`config.mk`:
```
export PLATFORM = sky130hd
export DESIGN_NAME = idli_sqi_arb_m
export DESIGN_NICKNAME = d
export VERILOG_FILES = /design/src/rtl/idli_pkg.sv /design/src/rtl/idli_sqi_shift_m.sv /design/src/rtl/idli_sqi_arb_m.sv
export SDC_FILE = /design/constraint.sdc
export NUM_CORES = 1
export LEC_CHECK = 0
export CAP_MARGIN = 40
export CORE_MARGIN = 3
export CORE_UTILIZATION = 25
export DETAILED_ROUTE_END_ITERATION = 10
export GPL_TIMING_DRIVEN = 0
export SYNTH_ARGS = -nofsm -noshare
export SYNTH_HDL_FRONTEND = slang
export SYNTH_SLANG_ARGS = --single-unit
```
`constraint.sdc`:
```
create_clock -name i_arb_gck -period 2.43 [get_ports i_arb_gck]
set_input_delay 0.3645 -clock i_arb_gck [delete_from_list [all_inputs] [get_ports i_arb_gck]]
set_output_delay 0.3645 -clock i_arb_gck [all_outputs]
set_load 0.005 [all_outputs]
```
`src/rtl/idli_pkg.sv`:
```
// Shared types and constants for the SQI memory arbiter.
package idli_pkg;

  typedef enum logic [2:0] {
    ST_IDLE,
    ST_CMD,
    ST_ADDR,
    ST_WAIT,
    ST_DATA
  } arb_state_e;

  typedef enum logic {
    PORT_F = 1'b0,
    PORT_D = 1'b1
  } port_e;

  localparam logic [3:0] CMD_RD = 4'h3;
  localparam logic [3:0] CMD_WR = 4'h2;

  function automatic logic [3:0] cmd_nibble(input logic wr);
    return wr ? CMD_WR : CMD_RD;
  endfunction

endpackage

```
`src/rtl/idli_sqi_shift_m.sv`:
```
// 16-bit nibble shift register: parallel load, MS nibble out, nibble captured in at the bottom.
module idli_sqi_shift_m (
  input  logic        gck,
  input  logic        rst_n,
  input  logic        load,
  input  logic [15:0] load_val,
  input  logic        shift,
  input  logic [3:0]  nib_in,
  output logic [3:0]  nib_out,
  output logic [15:0] word
);

  logic [15:0] sr_q;

  always_ff @(posedge gck or negedge rst_n) begin
    if (!rst_n) begin
      sr_q <= '0;
    end else if (load) begin
      sr_q <= load_val;
    end else if (shift) begin
      sr_q <= {sr_q[11:0], nib_in};
    end
  end

  assign nib_out = sr_q[15:12];
  // Word as it stands once the current input nibble has been captured.
  assign word    = {sr_q[11:0], nib_in};

endmodule

```
`src/rtl/idli_sqi_arb_m.sv`:
```
// Round-robin fetch/data arbiter driving a 4-bit SQI memory in 4-cycle groups.
module idli_sqi_arb_m
  import idli_pkg::*;
(
  input  logic        i_arb_gck,
  input  logic        i_arb_rst_n,
  input  logic        i_arb_f_req,
  input  logic [15:0] i_arb_f_addr,
  output logic        o_arb_f_ack,
  input  logic        i_arb_d_req,
  input  logic        i_arb_d_wr,
  input  logic [15:0] i_arb_d_addr,
  input  logic [15:0] i_arb_d_wdata,
  output logic        o_arb_d_ack,
  output logic [15:0] o_arb_rdata,
  output logic        o_arb_sqi_sck,
  output logic        o_arb_sqi_cs_n,
  output logic        o_arb_sqi_mode,
  output logic [3:0]  o_arb_sqi_data,
  input  logic [3:0]  i_arb_sqi_data
);

  logic [1:0]  cnt_q;
  arb_state_e  state_q;
  port_e       last_q;
  port_e       port_q;
  logic        wr_q;
  logic [15:0] wdata_q;
  logic        cs_n_q;
  logic        mode_q;
  logic [3:0]  data_q;
  logic        f_ack_q;
  logic        d_ack_q;
  logic [15:0] rdata_q;

  logic        grp_end;
  logic        grant;
  logic        grant_d;
  logic        sr_load;
  logic        sr_shift;
  logic [15:0] sr_load_val;
  logic [3:0]  sr_nib;
  logic [15:0] sr_word;

  assign grp_end = (cnt_q == 2'd3);
  assign grant_d = i_arb_d_req & (~i_arb_f_req | (last_q == PORT_F));
  assign grant   = (state_q == ST_IDLE) & grp_end & (i_arb_f_req | i_arb_d_req);

  // Address is loaded at grant; write data replaces it while the last address nibble goes out.
  always_comb begin
    sr_load     = grant | ((state_q == ST_ADDR) && (cnt_q == 2'd2));
    sr_load_val = wdata_q;
    if (grant) begin
      sr_load_val = grant_d ? i_arb_d_addr : i_arb_f_addr;
    end
    sr_shift = ((state_q == ST_CMD) && grp_end) || (state_q == ST_ADDR) || (state_q == ST_DATA);
  end

  idli_sqi_shift_m u_shift (
    .gck      (i_arb_gck),
    .rst_n    (i_arb_rst_n),
    .load     (sr_load),
    .load_val (sr_load_val),
    .shift    (sr_shift),
    .nib_in   (i_arb_sqi_data),
    .nib_out  (sr_nib),
    .word     (sr_word)
  );

  // Pin outputs are registered, so each branch sets the value for the cycle after this edge.
  always_ff @(posedge i_arb_gck or negedge i_arb_rst_n) begin
    if (!i_arb_rst_n) begin
      cnt_q   <= '0;
      state_q <= ST_IDLE;
      last_q  <= PORT_D;
      port_q  <= PORT_F;
      wr_q    <= 1'b0;
      wdata_q <= '0;
      cs_n_q  <= 1'b1;
      mode_q  <= 1'b1;
      data_q  <= '0;
      f_ack_q <= 1'b0;
      d_ack_q <= 1'b0;
      rdata_q <= '0;
    end else begin
      cnt_q   <= cnt_q + 2'd1;
      f_ack_q <= 1'b0;
      d_ack_q <= 1'b0;
      data_q  <= '0;
      unique case (state_q)
        ST_IDLE: begin
          if (grant) begin
            state_q <= ST_CMD;
            port_q  <= grant_d ? PORT_D : PORT_F;
            last_q  <= grant_d ? PORT_D : PORT_F;
            wr_q    <= grant_d & i_arb_d_wr;
            wdata_q <= i_arb_d_wdata;
          end
        end
        ST_CMD: begin
          if (cnt_q == 2'd1) cs_n_q <= 1'b0;
          if (cnt_q == 2'd2) data_q <= cmd_nibble(wr_q);
          if (grp_end) begin
            data_q  <= sr_nib;
            state_q <= ST_ADDR;
          end
        end
        ST_ADDR: begin
          if (!grp_end || wr_q) data_q <= sr_nib;
          if (grp_end) begin
            state_q <= wr_q ? ST_DATA : ST_WAIT;
            mode_q  <= wr_q;
          end
        end
        ST_WAIT: begin
          if (grp_end) state_q <= ST_DATA;
        end
        ST_DATA: begin
          if (wr_q && !grp_end) data_q <= sr_nib;
          if (grp_end) begin
            state_q <= ST_IDLE;
            cs_n_q  <= 1'b1;
            mode_q  <= 1'b1;
            f_ack_q <= (port_q == PORT_F);
            d_ack_q <= (port_q == PORT_D);
            if (!wr_q) rdata_q <= sr_word;
          end
        end
        default: state_q <= ST_IDLE;
      endcase
    end
  end

  assign o_arb_f_ack    = f_ack_q;
  assign o_arb_d_ack    = d_ack_q;
  assign o_arb_rdata    = rdata_q;
  assign o_arb_sqi_cs_n = cs_n_q;
  assign o_arb_sqi_sck  = i_arb_gck & ~cs_n_q;
  assign o_arb_sqi_mode = mode_q;
  assign o_arb_sqi_data = data_q;

endmodule

```
## After elaboration in Yosys (flattened, before gate mapping)

Cells that the tools add are included.

- Logic and storage cells: 83
- Output and inout port bits: 25
- Register bits after elaboration: 64
- Bits of input ports: 57

- Multiplexer cells: 27
- Eq/ne operators: 13
- Reductions and logical operators: 16
- $add $sub $neg: 1
- Bitwise operators: 13

Operators by type and width:

| kind | number |
|---|---|
| $mux W16 | 4 |
| $mux W3 | 6 |
| $pmux W3 S5 | 1 |
| $mux W4 | 3 |
| $pmux W4 S3 | 1 |
| $ne A2 B2 Y1 const B | 5 |
| $mux W1 | 9 |
| $reduce_and A3 Y1 | 3 |
| $eq A3 B2 Y1 const B | 2 |
| $reduce_bool A2 Y1 | 3 |
| $and A1 B1 Y1 | 5 |
| $not A1 Y1 | 5 |
| $reduce_and A5 Y1 | 1 |
| $eq A2 B2 Y1 const B | 2 |
| $pmux W1 S2 | 2 |
| $eq A3 B1 Y1 const B | 1 |
| $eq A3 B3 Y1 const B | 1 |
| $logic_and A1 B1 Y1 | 3 |
| $logic_not A3 Y1 | 1 |
| $logic_or A1 B1 Y1 | 3 |
| $or A1 B1 Y1 | 3 |
| $add A2 B1 Y2 const B | 1 |
| $eq A2 B1 Y1 const B | 1 |
| $mux W2 | 1 |
| other kinds (3) | 3 |

## Depth between registers and ports, before layout

Gate-level depths: netlist of run 1.

- Depth after elaboration: 6
- Gate-level depth with buffers: 8
- Depth with buffers taken out: 6

## Hierarchy

A second synthesis of run 1 with hierarchy kept.

- Cell total of the unflattened synthesis: 287
- Area, all modules: 3141.8 µm²

By module, submodules not included:

| module | times used | area each (µm²) | cells an instance | sequential area each (µm²) |
|---|---|---|---|---|
| idli_sqi_arb_m | 1 | 2367.3 | 214 | 1204.9 |
| idli_sqi_shift_m | 1 | 774.5 | 73 | 400.4 |

==> results.json, run 1 <==
{
  "ios": 82,
  "arrival_ns": 2.02,
  "worstMarginPinSlew_ns": 0.825,
  "synth_top_cells_by_area": "dfrtp_1 49%, mux2_2 11%, mux2_1 5.7%",
  "die_area_sq_um": 13900,
  "finalHoldViolCount": 0,
  "cts_tree": "done",
  "ir_worst_vdd_mv": 0.396,
  "synth-edff-count": 0,
  "syn_area_sq_um": 3140,
  "fp.dieH_um": 118,
  "wl_per_cell_um": 16.7,
  "placed_cells": 491,
  "totalWireLength_um": 8540,
  "fillCellCount": 1196,
  "yosysTopAreaCellShare_pct": 48.7,
  "via_count": 2369,
  "status": "finished, final reports clean",
  "yosysWarnings": 0,
  "cts.repair.resized": 0,
  "io_buffer_count": 81,
  "first_global_vias": 2500,
  "setup.worst_path.end_class": "output pin",
  "grtUsageTotal_pct": 12.8,
  "ys_ff_latch": 64,
  "cts_hold_buffers": 0,
  "crit_type": "clock port to output pin",
  "num_antenna_cells": 0,
  "p_total_w": 0.00450,
  "gp_congestion": 0.764,
  "cp_max_fo": 2,
  "post-synth-top-area-cell": "dfrtp_1",
  "drt-initial-drc-count": 71,
  "drive_above_1_share_pct": 20.8,
  "die_w_um": 118,
  "worstPathRequired_ns": 2.07,
  "setup_tns_ns": 0,
  "fin_skew_ns": 0.00517,
  "viasPerCell": 4.65,
  "post_cts_buffers": 0,
  "startpoint_type": "clock port",
  "clkLatencyLatePin_ns": 0.44,
  "seq_area_frac_synth_pct": 51.2,
  "setup_viol": 0,
  "rows": 40,
  "synth_nets": 303,
  "areaGrowthSynthToFinish_pct": 43.6,
  "final_cells": 510,
  "core-area_sq_um": 12200,
  "slew_violations": 0,
  "nets": 398,
  "syn_inst": 242,
  "ys.flop_type": "dfrtp_1",
  "grt_max_degree": 65,
  "detail-route-antenna-nets": 0,
  "r2r_slack_ns": 0.27,
  "avgSynthCellArea_sq_um": 13.0,
  "grt_pass1_wl_um": 13600,
  "clk_pin_slew_worst_paths_ns": 0.05,
  "rsz0062_at_grt": "no",
  "hold_class": "input port to asynchronous set/reset pin",
  "cap_violations": 0,
  "powerDensity_nw_per_um2": 998,
  "dr.pass1.iters": 4,
  "whs_ns": 0.00807,
  "drc": 0,
  "grt_overflow": 0,
  "fin_util_pct": 37.0,
  "start_util_pct": 25.8,
  "antenna_found_initial": 0,
  "slew_headroom_pct": 45.0,
  "dpl.hpwl_um": 6250,
  "ys_types": 45,
  "power.leakage_nw": 1.79,
  "async_flop_share_pct": 100
}
area by class of cell:
type / instances / area (sq um) / share of cell area, %
flip-flops and latches: 64 / 1610 / 35.6
multi-input cells: 153 / 1390 / 30.8
repair buffers: 80 / 798 / 17.7
clock buffers: 19 / 353 / 7.84
well taps: 168 / 210 / 4.67
plain buffers: 18 / 116 / 2.58
inverters: 7 / 26.3 / 0.583
clock inverters: 1 / 5.00 / 0.111
critical path, cell delays in order:
cell,delay (ns)
clkbuf_16,0.12
clkbuf_16,0.12
nor2b_1,0.12
clkdlybuf4s50_1,0.44
cell usage after synthesis (2+ instances only):
cell      count
buf_2         6
a21oi_1       5
dfstp_2       3
clkbuf_1      5
mux2_2       32
nand3_1       4
buf_4         4
ha_1          4
mux2i_1      16
inv_1         6
nand2_1       4
nor2b_1       5
and2_1        2
buf_6         2
a22oi_1      17
mux2_1       16
o32ai_1      16
o21ai_0       4
nand2b_1      2
nor2_1        4
dfrtp_1      61
stage by stage:
step | setup WS (ns) | instance area, sq um
2_1_floorplan | 0.610 | 3140
5_1_grt | 0.000989 | 4500
6_report | 0.0445 | 4500
3_3_place_gp | -1.18 | 4160
3_5_place_dp | -0.154 | 4160
4_1_cts | 0.0193 | 4500
cell usage in the layout (no fill, tap or decap), types with 3 or more instances in the layout:
cell type	instances
clkdlybuf4s50_1	80
dfrtp_1	61
mux2_2	32
a22oi_1	17
mux2i_1	16
o32ai_1	16
mux2_1	16
clkbuf_16	12
clkbuf_1	9
inv_1	6
buf_2	6
buf_4	5
nor2b_1	5
a21oi_1	5
nor2_1	4
nand3_1	4
o21ai_0	4
nand2_1	4
ha_1	4
dfstp_2	3
kinds of logic after synthesis:
group,synth area share (%)
simple gates,6.30
buf+inv,4.55
flops,51.2
fa+ha+maj,1.60
mux,22.3
compound gates,14.0
sequential cells by signal, summed over array words and instances, names as in the netlist:
signal	flops
o_arb_sqi_cs_n	1
o_arb_sqi_mode	1
o_arb_d_ack	1
o_arb_sqi_data	4
cnt_q	2
u_shift.sr_q	16
state_q	3
o_arb_rdata	16
last_q	1
o_arb_f_ack	1
wdata_q	16
wr_q	1
port_q	1
path summary, 6_finish.rpt:
path                        startpoint               to  cells after the start
max in group asynchronous  i_arb_rst_n  u_shift.sr_q[2]                      1
setup reg to reg              cnt_q[0]  u_shift.sr_q[7]                      6
hold reg to reg                 port_q      o_arb_f_ack                      1
setup / recovery             i_arb_gck    o_arb_sqi_sck                      4
min in group i_arb_gck          port_q      o_arb_f_ack                      1
hold / removal             i_arb_rst_n         cnt_q[0]                      1
metal layers:
metal	vias to the layer above	share of wire (%)	GRT usage, %
met4	0	1.8	5.71
met5	-	0	0
met2	86	45	18.9
li1	1099	-	-
met3	13	7.8	5.43
met1	1171	46	16.2
where the power goes:
group / switching (W) / total (W) / internal (W)
clock network: 0.000473 / 0.00143 / 0.000962
registers: 0.000253 / 0.00174 / 0.00148
logic: 0.000546 / 0.00133 / 0.000780
total: 0.00127 / 0.00450 / 0.00322
No activity file was read; power rests on OpenSTA's default activity.
==> run 2: changes to the inputs <==
DONT_BUFFER_PORTS = 1   (was default)
==> run 2 against run 1 <==
- via count shrank 10%
- sequential power is essentially flat
- clock skew shrank 0.0025 ns
- utilization shrank 6.1 points
- flip-flop and latch count is the same
- global-route usage shrank 0.056 points
- highest routed layer unchanged
- routed wire length shrank 1.7%
- worst hold slack gained 0.040 ns
==> results.json, run 2 (synthesized netlist as in run 1, its figures left out) <==
{
  "period_needed_ns": 2.15,
  "cp_cell_sequence": "ha_1 -> clkbuf_1 -> nand3_1 -> o311ai_4 -> buf_4 -> mux2_2",
  "viasPerCell": 4.89,
  "startpoint_type": "flop",
  "fin_util_pct": 30.9,
  "clk_pin_slew_worst_paths_ns": 0.05,
  "final_cell_mix": "61 x dfrtp_1, 32 x mux2_2, 17 x a22oi_1",
  "worstPathRequired_ns": 2.76,
  "crit_family": "buffers and inverters",
  "finalHoldViolCount": 0,
  "clkLatencyLatePin_ns": 0.44,
  "wl_per_cell_um": 19.3,
  "multi_input_area_sq_um": 1390,
  "dr.pass1.iters": 4,
  "fin_skew_ns": 0.00268,
  "start_util_pct": 25.8,
  "slew_headroom_pct": 68.1,
  "die_w_um": 118,
  "grt_overflow": 0,
  "fillCellCount": 1246,
  "final-seq-area_sq_um": 1610,
  "cts_tree": "done",
  "slowest_delay_ns": 0.40,
  "rsz0062_at_grt": "no",
  "cts_hold_buffers": 3,
  "crit_type": "flop to flop",
  "detail-route-antenna-nets": 0,
  "areaGrowthSynthToFinish_pct": 19.9,
  "setup.worst_path.end_class": "flop",
  "whs_ns": 0.0480,
  "status": "finished, final reports clean",
  "slowest_stage": "dfrtp_1",
  "power.leakage_nw": 1.51,
  "ios": 82,
  "first_global_vias": 2257,
  "gp_congestion": 0.756,
  "via_count": 2121,
  "fin_crit_sh_pct": 88.4,
  "cts.repair.resized": 0,
  "fp.dieH_um": 118,
  "slew_violations": 0,
  "hold_class": "input port to flop",
  "ir_worst_vdd_mv": 0.417,
  "totalWireLength_um": 8390,
  "cp_max_fo": 10,
  "drc": 0,
  "worstMarginPinSlew_ns": 0.478,
  "timing.fmax_ghz": 0.466,
  "r2r_start": "cnt_q[0]",
  "cap_violations": 0,
  "rows": 40,
  "drive_above_1_share_pct": 28.0,
  "mostFrequentLayoutCell": "dfrtp_1",
  "grt_pass1_wl_um": 13100,
  "setup_tns_ns": 0,
  "grtUsageTotal_pct": 12.7,
  "arrival_ns": 2.47,
  "crit_start": "cnt_q[0]",
  "setup_viol": 0,
  "antenna_found_initial": 2,
  "die_area_sq_um": 13900,
  "core-area_sq_um": 12200,
  "drt-initial-drc-count": 83,
  "nets": 320,
  "powerDensity_nw_per_um2": 1140,
  "hp-start": "i_arb_d_wdata[0]",
  "post_cts_buffers": 0,
  "grt_max_degree": 65,
  "p_total_w": 0.00430,
  "timing.critical_path.buf_inv": 2,
  "io_buffer_count": 0,
  "dpl.hpwl_um": 6060
}
==> run 2: changes by cell type in the layout (fill, tap and decap cells not counted) <==
cell,change
buf_16,+1
clkbuf_8,+1
clkdlybuf4s50_1,-80
dlygate4sd3_1,+2
buf_4,-1
diode_2,+2
clkinv_2,+2
clkbuf_1,-3
==> run 2: worst paths after layout <==
kind,endpoint,cells past startpoint,slack (ns)
max in group asynchronous,last_q,2,1.65
hold reg to reg,o_arb_f_ack,1,0.47
setup reg to reg,u_shift.sr_q[6],6,0.28
hold / removal,wdata_q[0],1,0.05
min in group asynchronous,o_arb_d_ack,2,0.48
setup / recovery,u_shift.sr_q[6],6,0.28
==> run 2: layer usage <==
layer	GRT usage, %	routed length, um	vias up
met2	17.9	3730	99
met5	0	0	-
met4	5.79	178	0
li1	-	-	949
met1	16.0	3710	1059
met3	6.73	767	14
==> run 2: worst register-to-register path: cells and delay by family, from the launching register on <==
kind	cells	cell delay, ns
buffers and inverters	2	0.63
AOI/OAI and AO/OA	1	0.18
muxes	1	0.36
DFF	1	0.40
adders and majority gates	1	0.24
and+or+nand+nor	1	0.23
==> run 2: power breakdown <==
| group | internal, W | switching (W) |
|---|---|---|
| Sequential | 0.00148 | 0.000285 |
| Clock | 0.000982 | 0.000481 |
| Combinational | 0.000580 | 0.000489 |
==> run 2: final cells by class <==
cell class	count	share of cell area, %
Antenna cell	2	0.133
Buffer	18	3.09
Clock buffer	16	9.18
Clock inverter	3	0.399
Inverter	7	0.699
Multi-Input combinational cell	153	36.9
Sequential cell	64	42.7
Tap cell	168	5.59
Timing Repair Buffer	3	1.26
==> run 2: through the flow <==
step | cell area, sq um | setup slack [ns] | cells
2_1_floorplan | 3140 | 0.610 | 242
3_3_place_gp | 3350 | 0.314 | 410
3_5_place_dp | 3350 | 0.307 | 410
4_1_cts | 3750 | 0.279 | 432
5_1_grt | 3760 | 0.151 | 434
6_report | 3760 | 0.282 | 434
